File: config.mk
export PLATFORM = sky130hd
export DESIGN_NAME = instruction_register
export DESIGN_NICKNAME = d
export VERILOG_FILES = /design/src/rtl/instruction_register.sv
export SDC_FILE = /design/constraint.sdc
export NUM_CORES = 1
export LEC_CHECK = 0
export CORE_MARGIN = 2
export CORE_UTILIZATION = 60
export DETAILED_ROUTE_END_ITERATION = 10
export DONT_BUFFER_PORTS = 1
export PLACE_DENSITY = 0.76
export SKIP_CTS_REPAIR_TIMING = 1
export SLEW_MARGIN = 15
export SYNTH_ARGS = -nofsm -noshare
export SYNTH_HDL_FRONTEND = slang
export SYNTH_SLANG_ARGS = --single-unit
File: constraint.sdc
create_clock -name clk -period 2.1 [get_ports clk]
set_clock_uncertainty 0.1 [all_clocks]
set_input_delay 0.525 -clock clk [delete_from_list [all_inputs] [get_ports clk]]
set_output_delay 0.525 -clock clk [all_outputs]
set_load 0.01 [all_outputs]
File: src/rtl/instruction_register.sv
// Instruction register: holds the fetched word and exposes
// pre-sliced fields and sign-extended immediates for decode.
module instruction_register #(
  parameter logic [15:0] RESET_VALUE = 16'h0000
) (
  input  logic        clk,
  input  logic        reset,
  input  logic        load_en,
  input  logic [15:0] instruction_in,
  output logic [15:0] instruction_out,
  output logic [3:0]  opcode,
  output logic [2:0]  rd,
  output logic [2:0]  rs1,
  output logic [2:0]  rs2,
  output logic [15:0] imm6,
  output logic [15:0] imm9,
  output logic        instr_valid
);

  logic [15:0] ir;
  logic        valid;

  always_ff @(posedge clk or posedge reset) begin
    if (reset) begin
      ir    <= RESET_VALUE;
      valid <= 1'b0;
    end else if (load_en) begin
      ir    <= instruction_in;
      valid <= 1'b1;
    end
  end

  // Fields come from the held word only, never from the fetch input.
  assign instruction_out = ir;
  assign instr_valid     = valid;
  assign opcode          = ir[15:12];
  assign rd              = ir[11:9];
  assign rs1             = ir[8:6];
  assign rs2             = ir[5:3];
  assign imm6            = {{10{ir[5]}}, ir[5:0]};
  assign imm9            = {{7{ir[8]}}, ir[8:0]};

endmodule

* After elaboration in Yosys (flattened, before gate mapping)
Index checks and enable logic that the tools add are counted. Widths: inputs -> output; s select.
Word-level totals: bits in writable memories 0, ROM bits 0, input port bits 19, flip-flop bits (word level) 17, logic and storage cells 2, memories kept 0, output and inout port bits 62, latch bits 0
Cells by class: eq/ne operators 0, reductions and logical operators 0, shift-type cells 0, order comparisons 0, mux-type cells 0, bitwise logic cells 0, $mul 0, $add $sub $neg 0, divide/modulo/power cells 0

* Logic depth before layout (Yosys ltp)
depth after elaboration 0, depth in mapped cells 3

* Least setup slack after synthesis
No wires, ideal clock.
path kind reg2out, start reg ir[5] (netlist: instruction_out[5]), end out imm6[10], arrival time 0.754 ns, cell stages (with the launch flop) 2, buffers on the path 1, required time 1.475 ns, path slack 0.721 ns, cells stage by stage dfrtp_1 > buf_4
RTL lines:
- start: declaration | RTL line 20 | logic [15:0] ir;
- start signal: assignment | RTL line 28 | ir <= instruction_in;
- end: declaration | RTL line 15 | output logic [15:0] imm6,
No word-level cell between the ends.

* Worst setup path in the final report
start reg ir[8] (netlist: instruction_out[8]), end out imm9[8]
RTL lines:
- end: declaration | RTL line 16 | output logic [15:0] imm9,
No word-level cell between the ends.

==> results.sh <==
export IMPL_outcome="finished clean"
export IMPL_firstDrtPassIters=1
export IMPL_synth_area_leader_cell="dfrtp_1"
export IMPL_yosysUniqueCellTypes=8
export IMPL_cts_inserted_buffers=3
export IMPL_maxCapViolations=0
export IMPL_cts_buffer_depth=2
export IMPL_synth_top_area_frac=0.418
export IMPL_synth_xor_area_frac=0
export IMPL_ir_worst_vdd_mv=0.467
export IMPL_worstHoldPathType="primary input to asynchronous set/reset pin"
export IMPL_overflow=0
export IMPL_antenna_found_initial=0
export IMPL_grt_pass1_vias=395
export IMPL_diodes=0
export IMPL_synth_simple_gate_area_frac=0.00614
export IMPL_cp_arrival_ns=1.23
export IMPL_synthTopCellsByArea="dfrtp_1 42%, buf_4 33%, mux2_4 13%"
export IMPL_syn_inst=82
export IMPL_initial_core_util=0.661
export IMPL_worst_pin_slew_ns=0.909
export IMPL_avgSynthCellArea_um2=12.4
export IMPL_synth_compound_area_frac=0
export IMPL_syn_area_um2=1020
export IMPL_maxSlewViolCount=0
export IMPL_cts_sinks=17
export IMPL_clkTransAtPathRegs_ns=0.09
export IMPL_fp_coreArea_um2=1540
export IMPL_hold_viol=0
export IMPL_syn_to_final_growth_pct=-31.0
export IMPL_grtUsageTotal=0.136
export IMPL_seq_area_frac_synth=0.418
export IMPL_drcViolationCount=0
export IMPL_period_share=0.884
export IMPL_rsz0062_at_grt="no"
export IMPL_syn_nets=101
export IMPL_ys_seq_elements=17
export IMPL_die_area_um2=2040
export IMPL_grt_pass1_wl_um=1840
export IMPL_power_density_nw_per_um2=967
export IMPL_htree_num_levels=1
export IMPL_ant_nets=0
export IMPL_path_class="flop to output pin"
export IMPL_synth_top_family_by_area="buffers and inverters"
export IMPL_dieHeight_um=45.2
export IMPL_end_kind="output pin"
export IMPL_cts_tree="yes"
export IMPL_required_ns=1.47
export IMPL_vias=323
export IMPL_synth_adder_area_share=0
export IMPL_worstSkewPairLatency_ns=0.28
export IMPL_drt_initial_drc_count=0
export IMPL_worst_r2r_setup_slack_ns=0.70
export IMPL_cts_root_buf="clkbuf_4"
export IMPL_cp_max_fo=11
export IMPL_routed_wirelength_um=1140
export IMPL_hpwl_um=840
export IMPL_pin_count=81
export IMPL_yosysWarnings=0
export IMPL_slew_headroom=0.394
export IMPL_viasPerCell=5.77
export IMPL_period_minus_slack_ns=1.86
export IMPL_holdWs_ns=0.0957
export IMPL_gp_congestion=0.597
export IMPL_grt_max_degree=18
export IMPL_fin_tns_setup_ns=0
export IMPL_die_x_um=45.2
export IMPL_wl_per_cell_um=20.3
export IMPL_layout_nets=60
export IMPL_fmax_mhz=539
export IMPL_rows=14
export IMPL_critPathLaunchType="flop"
export IMPL_drive_gt1_frac=0.500
export IMPL_setup_violations=0
export IMPL_fillers=148
export IMPL_p_leak_nw=0.323
export IMPL_synthMuxAreaShare=0.210
export IMPL_portBuffers=0
## cell usage after synthesis, drive strengths merged
library cell / number
buf: 47
mux2: 16
dfrtp: 17
or2: 1
inv: 1
## layout by cell type (no fill, tap or decap), drive strengths merged
cell / count
buf: 1
dfrtp: 17
inv: 1
or2: 1
clkbuf: 4
mux2: 16
## area by class of cell
type | instances | area [µm²] | area share
Clock buffer | 4 | 26.3 | 0.0374
Inverter | 1 | 3.75 | 0.00534
Multi-Input combinational cell | 17 | 220 | 0.313
Sequential cell | 17 | 425 | 0.605
Tap cell | 16 | 20.0 | 0.0285
Timing Repair Buffer | 1 | 7.51 | 0.0107
## stage by stage
step / cells / setup WS, ns / utilization / instance area (µm²) / total power [mW]
2_1_floorplan: 82 / 0.721 / - / 1020 / 0.641
3_3_place_gp: 52 / 0.533 / 0.439 / 677 / 0.524
3_5_place_dp: 52 / 0.540 / 0.439 / 677 / 0.527
4_1_cts: 56 / 0.214 / 0.456 / 703 / 0.694
5_1_grt: 56 / 0.0852 / 0.456 / 703 / 0.730
6_report: 56 / 0.245 / 0.456 / 703 / 0.680
## flip-flops by register name (all words and copies together) (netlist names)
signal,flops
instruction_out,16
instr_valid,1
## where the power goes
part	internal (mW)	leakage (nW)	switching, mW
Sequential	0.357	0.196	0.0854
Combinational	0.0402	0.112	0.0338
Clock	0.0737	0.0150	0.0900
Total	0.471	0.323	0.209
## per-layer routing
| layer | vias to the layer above | global-route usage | part of all wire |
|---|---|---|---|
| li1 | 131 | - | - |
| met1 | 163 | 0.121 | 0.33 |
| met2 | 29 | 0.217 | 0.52 |
| met3 | 0 | 0.104 | 0.15 |
| met4 | 0 | 0.0824 | 0 |
| met5 | - | 0 | 0 |
## cell families after synthesis
family,after synthesis
multiplexers,16
flip-flops,17
AND/OR/NAND/NOR,1
buffers and inverters,48
## worst paths after layout
kind	startpoint	end	cells after the start
max in group asynchronous	reset	instruction_out[4]	1
hold / removal	reset	instruction_out[15]	1
min in group clk	load_en	instr_valid	1
setup / recovery	instruction_out[8]	imm9[8]	0
setup reg to reg	instruction_out[8]	instruction_out[8]	1
hold reg to reg	instr_valid	instr_valid	1
Note: power is estimated with default switching activity, not from simulation.
